### config.mk
export PLATFORM = sky130hd
export DESIGN_NAME = car_alarm_chime_controller
export DESIGN_NICKNAME = d
export VERILOG_FILES = /design/src/rtl/car_alarm_pkg.sv /design/src/rtl/chime_pattern_gen.sv /design/src/rtl/car_alarm_chime_controller.sv
export SDC_FILE = /design/constraint.sdc
export NUM_CORES = 1
export LEC_CHECK = 0
export ABC_AREA = 0
export BUFFER_PORTS_ARGS = -buffer_cell sky130_fd_sc_hd__buf_4
export CORE_MARGIN = 2
export CORE_UTILIZATION = 45
export CTS_CLUSTER_SIZE = 10
export DETAILED_ROUTE_END_ITERATION = 12
export GPL_TIMING_DRIVEN = 0
export PLACE_DENSITY_LB_ADDON = 0.15
export SETUP_SLACK_MARGIN = 0.3
export SLEW_MARGIN = 40
export SYNTH_ARGS = -nofsm -noshare
export SYNTH_HDL_FRONTEND = slang
export SYNTH_HIERARCHICAL = 1
export SYNTH_SLANG_ARGS = --single-unit
### constraint.sdc
create_clock -name clk -period 1.7 [get_ports clk]
set_input_delay 0.17 -clock clk [delete_from_list [all_inputs] [get_ports clk]]
set_output_delay 0.17 -clock clk [all_outputs]
set_load 0.02 [all_outputs]
### src/rtl/car_alarm_pkg.sv
// car_alarm_pkg
// Shared types and default timing for the car-alarm chime controller.
//   alarm_state_e        : 3-bit FSM state encoding (IDLE..TIMEOUT)
//   *_DEF localparams    : default debounce / beep timing used by the top and
//                          the chime pattern generator
package car_alarm_pkg;

  localparam int STATE_W = 3;

  typedef enum logic [STATE_W-1:0] {
    ST_IDLE     = 3'd0,
    ST_QUALIFY  = 3'd1,
    ST_CHIME    = 3'd2,
    ST_SILENCED = 3'd3,
    ST_TIMEOUT  = 3'd4
  } alarm_state_e;

  localparam int DEBOUNCE_CYCLES_DEF = 4;
  localparam int ON_CYCLES_DEF       = 3;
  localparam int OFF_CYCLES_DEF      = 2;
  localparam int MAX_BEEPS_DEF       = 3;

endpackage

### src/rtl/chime_pattern_gen.sv
// chime_pattern_gen
// Produces the ON/OFF beep pattern while enabled and flags the end of the
// last OFF phase.
//   clk    : system clock
//   reset  : synchronous active-high reset
//   enable : advance the pattern this cycle
//   clear  : return to the start of beep 1 (ON phase, counters zero)
//   beep   : current beep level (1 during an ON phase)
//   done   : high during the final clock of the MAX_BEEPS-th OFF phase
module chime_pattern_gen
  import car_alarm_pkg::*;
#(
  parameter int ON_CYCLES  = ON_CYCLES_DEF,
  parameter int OFF_CYCLES = OFF_CYCLES_DEF,
  parameter int MAX_BEEPS  = MAX_BEEPS_DEF
) (
  input  logic clk,
  input  logic reset,
  input  logic enable,
  input  logic clear,
  output logic beep,
  output logic done
);

  localparam int PHASE_MAX = (ON_CYCLES > OFF_CYCLES) ? ON_CYCLES : OFF_CYCLES;
  localparam int PW        = $clog2(PHASE_MAX + 1);
  localparam int BW        = $clog2(MAX_BEEPS + 1);

  localparam logic [PW-1:0] ON_LAST   = PW'(ON_CYCLES - 1);
  localparam logic [PW-1:0] OFF_LAST  = PW'(OFF_CYCLES - 1);
  localparam logic [PW-1:0] PHASE_SAT = PW'(PHASE_MAX);
  localparam logic [BW-1:0] BEEP_LAST = BW'(MAX_BEEPS - 1);
  localparam logic [BW-1:0] BEEP_SAT  = BW'(MAX_BEEPS);

  // Phase flag is 0 for ON so that the cleared state is the start of a beep.
  logic          r_phase_off;
  logic [PW-1:0] r_phase_cnt;
  logic [BW-1:0] r_beep_cnt;

  logic w_on_end;
  logic w_off_end;

  assign w_on_end  = enable & ~r_phase_off & (r_phase_cnt == ON_LAST);
  assign w_off_end = enable &  r_phase_off & (r_phase_cnt == OFF_LAST);

  always_ff @(posedge clk) begin
    if (reset || clear) begin
      r_phase_off <= 1'b0;
      r_phase_cnt <= '0;
      r_beep_cnt  <= '0;
    end else if (enable) begin
      if (w_on_end) begin
        r_phase_off <= 1'b1;
        r_phase_cnt <= '0;
      end else if (w_off_end) begin
        r_phase_off <= 1'b0;
        r_phase_cnt <= '0;
        if (r_beep_cnt != BEEP_SAT) begin
          r_beep_cnt <= r_beep_cnt + 1'b1;
        end
      end else if (r_phase_cnt != PHASE_SAT) begin
        r_phase_cnt <= r_phase_cnt + 1'b1;
      end
    end
  end

  assign beep = ~r_phase_off;
  assign done = w_off_end & (r_beep_cnt == BEEP_LAST);

endmodule

### src/rtl/car_alarm_chime_controller.sv
// car_alarm_chime_controller
// Qualifies the car-alarm condition, sounds a bounded beep pattern and lets
// the driver silence it with an acknowledge button.
//   clk             : system clock, rising edge
//   reset           : synchronous active-high reset
//   CarAlarmSignal  : alarm condition from the alarm logic
//   DriverAckButton : synchronised, level driver acknowledge button
//   ChimeOut        : buzzer drive (beep pattern, CHIME state only)
//   WarningLamp     : high in CHIME, SILENCED and TIMEOUT
//   ChimeActive     : high in CHIME
//   AlarmState      : current state encoding for debug
module car_alarm_chime_controller
  import car_alarm_pkg::*;
#(
  parameter int DEBOUNCE_CYCLES = DEBOUNCE_CYCLES_DEF,
  parameter int ON_CYCLES       = ON_CYCLES_DEF,
  parameter int OFF_CYCLES      = OFF_CYCLES_DEF,
  parameter int MAX_BEEPS       = MAX_BEEPS_DEF
) (
  input  logic               clk,
  input  logic               reset,
  input  logic               CarAlarmSignal,
  input  logic               DriverAckButton,
  output logic               ChimeOut,
  output logic               WarningLamp,
  output logic               ChimeActive,
  output logic [STATE_W-1:0] AlarmState
);

  localparam int DW = $clog2(DEBOUNCE_CYCLES + 1);
  localparam logic [DW-1:0] DEB_LAST = DW'(DEBOUNCE_CYCLES - 1);
  localparam logic [DW-1:0] DEB_SAT  = DW'(DEBOUNCE_CYCLES);

  alarm_state_e  r_state;
  alarm_state_e  w_state_next;
  logic [DW-1:0] r_deb_cnt;
  logic [DW-1:0] w_deb_next;
  logic          r_ack_prev;

  logic w_ack_rise;
  logic w_beep;
  logic w_done;
  logic w_gen_enable;
  logic w_gen_clear;

  assign w_ack_rise = DriverAckButton & ~r_ack_prev;

  // Next-state logic. Alarm-clear is tested before acknowledge, and
  // acknowledge before pattern completion, in every active state.
  always_comb begin
    w_state_next = r_state;
    w_deb_next   = r_deb_cnt;
    case (r_state)
      ST_IDLE: begin
        w_deb_next = '0;
        if (CarAlarmSignal) begin
          if (DEBOUNCE_CYCLES == 1) begin
            w_state_next = ST_CHIME;
          end else begin
            w_state_next = ST_QUALIFY;
            w_deb_next   = DW'(1);
          end
        end
      end
      ST_QUALIFY: begin
        if (!CarAlarmSignal) begin
          w_state_next = ST_IDLE;
          w_deb_next   = '0;
        end else if (r_deb_cnt == DEB_LAST) begin
          // This sample is the last one needed for qualification.
          w_state_next = ST_CHIME;
          w_deb_next   = '0;
        end else if (r_deb_cnt != DEB_SAT) begin
          w_deb_next = r_deb_cnt + 1'b1;
        end
      end
      ST_CHIME: begin
        w_deb_next = '0;
        if (!CarAlarmSignal) begin
          w_state_next = ST_IDLE;
        end else if (w_ack_rise) begin
          w_state_next = ST_SILENCED;
        end else if (w_done) begin
          w_state_next = ST_TIMEOUT;
        end
      end
      ST_SILENCED: begin
        w_deb_next = '0;
        if (!CarAlarmSignal) begin
          w_state_next = ST_IDLE;
        end
      end
      ST_TIMEOUT: begin
        w_deb_next = '0;
        if (!CarAlarmSignal) begin
          w_state_next = ST_IDLE;
        end else if (w_ack_rise) begin
          w_state_next = ST_SILENCED;
        end
      end
      default: begin
        w_state_next = ST_IDLE;
        w_deb_next   = '0;
      end
    endcase
  end

  always_ff @(posedge clk) begin
    if (reset) begin
      r_state    <= ST_IDLE;
      r_deb_cnt  <= '0;
      r_ack_prev <= 1'b0;
    end else begin
      r_state    <= w_state_next;
      r_deb_cnt  <= w_deb_next;
      r_ack_prev <= DriverAckButton;
    end
  end

  // The pattern is cleared on the same edge that leaves (or has not yet
  // entered) CHIME, so every new chime starts with a full ON phase of beep 1.
  assign w_gen_enable = (r_state == ST_CHIME);
  assign w_gen_clear  = (w_state_next != ST_CHIME);

  chime_pattern_gen #(
    .ON_CYCLES (ON_CYCLES),
    .OFF_CYCLES(OFF_CYCLES),
    .MAX_BEEPS (MAX_BEEPS)
  ) u_pattern (
    .clk   (clk),
    .reset (reset),
    .enable(w_gen_enable),
    .clear (w_gen_clear),
    .beep  (w_beep),
    .done  (w_done)
  );

  assign ChimeActive = (r_state == ST_CHIME);
  assign ChimeOut    = ChimeActive & w_beep;
  assign WarningLamp = (r_state == ST_CHIME) || (r_state == ST_SILENCED) ||
                       (r_state == ST_TIMEOUT);
  assign AlarmState  = r_state;

endmodule
==> parameters.txt <==
Parameter                              Value

Cells and area
  Number of fillers in the final layout ... 119
  Total number of nets in the final design ... 112
  Final core utilization ... 0.665
  P&R area growth vs syn ... 38.8%
  Antenna fix cells ... 0
  Fin area ... 990 sq um
  Share of cells above drive strength 1 ... 0.437

Power
  Switching fraction of total power ... 0.238
  Power dissipated by switching net loads ... 0.122 mW
  Sequential share of power ... 0.561
  Share of power burned in combinational logic ... 0.078
  Clock Power Share ... 0.362
  Max VDD drop ... 0.000435 V
  Static leakage ... 0.379 nW
  Internal power component ... 0.392 mW
  Power per standard cell area ... 520 nW/um^2
  Power Total ... 0.514 mW

Timing
  Transition time of the tightest slew-check pin ... 0.339 ns
  Slew headroom ... 0.771
  Post-route worst setup slack ... -0.0495 ns
  Final sum of negative setup slack ... -0.0495 ns
  Number of failing setup endpoints in the final timing report ... 1
  Final Critical Period ... 1.75 ns
  Final worst path period share ... 1.03
  Worst Skew ... 0.00456 ns
  Upper clock frequency limit ... 0.572 GHz
  Setup repair after global routing missed its margin ... true
  Final hold viol count ... 0
  Number of max-slew violations in the final report ... 0

Drt
  DRC ... 0
  Via-to-Cell Ratio ... 5.39
  Routed Wire Length ... 1610 um
  Number of violations reported at the end of detailed-routing iteration 0 ... 7
  Iteration count of the initial detailed-routing pass ... 2
  Remaining antenna violation count after routing ... 0
  Vias ... 642
  Mean routed wirelength per cell ... 13.5 um

Run status
  Violations in the final reports ... setup timing
  Run status ... finished, violations left

Place
  DPL Wire Length ... 990 um
  Number of port buffers ... 9
  Worst slack at placement ... -0.165 ns
  Placer congestion estimate ... 0.821
  Total placed instance area ... 833 sq um

Flow run
  MaxCap Viol Count ... 0

Synth
  Prevailing post-synth register cell ... sky130_fd_sc_hd__dfxtp_1
  Average instance area after synthesis ... 9.03 sq um
  Most instantiated cells after synthesis ... 12 x sky130_fd_sc_hd__dfxtp_1, 8 x sky130_fd_sc_hd__inv_1, 5 x sky130_fd_sc_hd__nand2_1, 5 x sky130_fd_sc_hd__nor2_1, 5 x sky130_fd_sc_hd__o21ai_0
  Post-synth cell types ... 34
  Leading post-synthesis cells by cell area ... sky130_fd_sc_hd__dfxtp_1 34%, sky130_fd_sc_hd__ha_1 7.0%, sky130_fd_sc_hd__inv_1 4.2%, sky130_fd_sc_hd__o21ai_0 3.5%, sky130_fd_sc_hd__a21boi_0 3.2%
  Sequential cell area fraction in the yosys report ... 0.337
  Post-synthesis cell count ... 79
  Synthesis Warnings ... 6
  Synth Cell Area ... 713 sq um
  Synth Net Count ... 87
  Synth Register Bits ... 12
  Cell type with the highest aggregate area in the netlist ... sky130_fd_sc_hd__dfxtp_1
  Fraction of registers with async set/reset ... 0
  Portion of synthesized cell area occupied by the leading cell type ... 0.337
  Count of flip-flops with a built-in enable after synthesis ... 0
  Library cell with the highest instance count after synthesis ... sky130_fd_sc_hd__dfxtp_1

Clocking
  CTS root buffer ... sky130_fd_sc_hd__clkbuf_4
  Number of H-tree branching levels ... 1
  Clk_lat worst skew ... 0.28 ns
  Clock transition time at the flip-flop clock pins of the worst setup and hold paths ... 0.07 ns
  Number of sinks driven by the clock tree ... 12
  CTS Buf Count ... 3
  TritonCTS clock tree ... built
  Clk buf depth ... 2

GRT
  Maximum number of pins on one net before global-route repair ... 11
  Overall track demand over capacity in global routing ... 0.191
  Sum of overflow across all layers after global routing ... 0
  Wire length of the first global-routing pass ... 2660 um
  Vias in the first global route ... 649
  Number of antenna violations at the first check in global routing ... 0

Die
  Die Span Y ... 43.8 um
  Starting density of the core ... 0.479
  Horizontal die dimension ... 43.8 um
  DIE AREA ... 1920 sq um
  Top-level port count ... 10
  CORE AREA ... 1490 sq um
  Row count ... 14

Worst setup path
  Kind of critical path ... reg2reg
  Capture instance of the worst register-to-register path ... u_pattern/r_beep_cnt[1]
  Critical Path Start Type ... flip-flop
  Worst Path Arrival ... 1.93 ns
  Critical Path Source ... AlarmState[2]
  Element type at the critical path end ... flip-flop
  Setup slack on the worst flop-to-flop path ... -0.05 ns
  Critical path peak fanout ... 3
  Cell count of the worst reg-to-reg path ... 9
  Required time worst endpoint ... 1.88 ns
  Worst flop-to-flop path startpoint ... AlarmState[2]
  Critical path destination ... u_pattern/r_beep_cnt[1]

Hold path
  Type of the most critical hold path ... in2reg
[final cells by class]
| cell class | instances | area (sq um) | share of cell area |
|---|---|---|---|
| multi-input combinational | 59 | 500 | 0.506 |
| sequential | 12 | 251 | 0.254 |
| timing repair buffer | 20 | 161 | 0.163 |
| inverter | 8 | 30.0 | 0.0303 |
| clock buffer | 4 | 26.3 | 0.0265 |
| tap | 16 | 20.0 | 0.0202 |
[cell families after synthesis]
kind of cell	count (synthesis)	synth area share
AND/OR/NAND/NOR	34	0.316
flip-flops	12	0.337
buffers and inverters	8	0.0421
XOR/XNOR	1	0.0123
adder cells (fa/ha/maj)	4	0.0702
multiplexers	2	0.0298
AO/OA/AOI/OAI	18	0.193
[per-layer routing]
layer	share of wire	GRT usage	vias up
met2	0.52	0.335	12
li1	-	-	327
met5	0	0	-
met3	0.038	0.0833	4
met4	0.013	0.0970	0
met1	0.43	0.190	299
[worst min path at each step]
stage | slack (ns) | depth (start not counted) | endpoint | startpoint
final | 0.12 | 2 | r_ack_prev | DriverAckButton
after global routing | 0.11 | 2 | r_ack_prev | DriverAckButton
after CTS | 0.12 | 2 | u_pattern/r_beep_cnt[1] | reset
after detailed placement | 0.41 | 2 | r_ack_prev | reset
after global placement | 0.40 | 2 | r_ack_prev | reset
after floorplan | 0.24 | 1 | r_ack_prev | reset
[timing repair]
action                                 in CTS  in global routing
hold buffers                                0                  0
buffers inserted                            5                  6
setup endpoints to repair                   8                  9
endpoints found under the hold margin       0                  0
pin swaps                                   6                  3
resized for setup                           8                  6
[metrics by stage]
step / hold slack, ns / std cells
floorplan: 0.242 / 79
global placement: 0.404 / 104
detailed placement: 0.405 / 104
CTS: 0.116 / 113
global route: 0.113 / 119
finish: 0.124 / 119
[flip-flops by register name, summed over array words and instances (netlist names)]
signal                 count
AlarmState                 3
r_ack_prev                 1
r_deb_cnt                  3
u_pattern/r_beep_cnt       2
u_pattern/r_phase_cnt      2
u_pattern/r_phase_off      1
[power by group through the flow]
stage / Combinational [mW] / Sequential, mW / Clock, mW
floorplan: 0.0218 / 0.296 / 0
global placement: 0.0363 / 0.296 / 0
detailed placement: 0.0369 / 0.296 / 0
CTS: 0.0385 / 0.289 / 0.195
global route: 0.0430 / 0.289 / 0.210
finish: 0.0399 / 0.289 / 0.186
[cell usage in the layout, fill, tap and decap left out, types with 2 or more instances in the layout]
cell type	instances
sky130_fd_sc_hd__o21ai_0	5
sky130_fd_sc_hd__dfxtp_4	3
sky130_fd_sc_hd__ha_1	4
sky130_fd_sc_hd__inv_1	8
sky130_fd_sc_hd__a21oi_1	3
sky130_fd_sc_hd__buf_6	3
sky130_fd_sc_hd__clkbuf_4	3
sky130_fd_sc_hd__nand4b_1	2
sky130_fd_sc_hd__nor2_1	3
sky130_fd_sc_hd__nor2b_1	2
sky130_fd_sc_hd__nor3b_1	2
sky130_fd_sc_hd__nand2b_4	2
sky130_fd_sc_hd__and2_4	3
sky130_fd_sc_hd__buf_4	17
sky130_fd_sc_hd__nand2_1	5
sky130_fd_sc_hd__nor3_1	2
sky130_fd_sc_hd__nand3b_1	2
sky130_fd_sc_hd__dfxtp_1	9
sky130_fd_sc_hd__a21boi_2	2
[critical path, cell delays in order, from the launching register on]
cell and delay (ns):
sky130_fd_sc_hd__dfxtp_4 0.35, sky130_fd_sc_hd__nand2b_4 0.13, sky130_fd_sc_hd__nor2_4 0.03, sky130_fd_sc_hd__and4b_1 0.18, sky130_fd_sc_hd__and2_4 0.14, sky130_fd_sc_hd__nor2b_4 0.12
sky130_fd_sc_hd__o21ai_1 0.13, sky130_fd_sc_hd__nand4b_1 0.18, sky130_fd_sc_hd__buf_4 0.20, sky130_fd_sc_hd__a2111oi_4 0.17
Power figures use the tool's default switching activity.
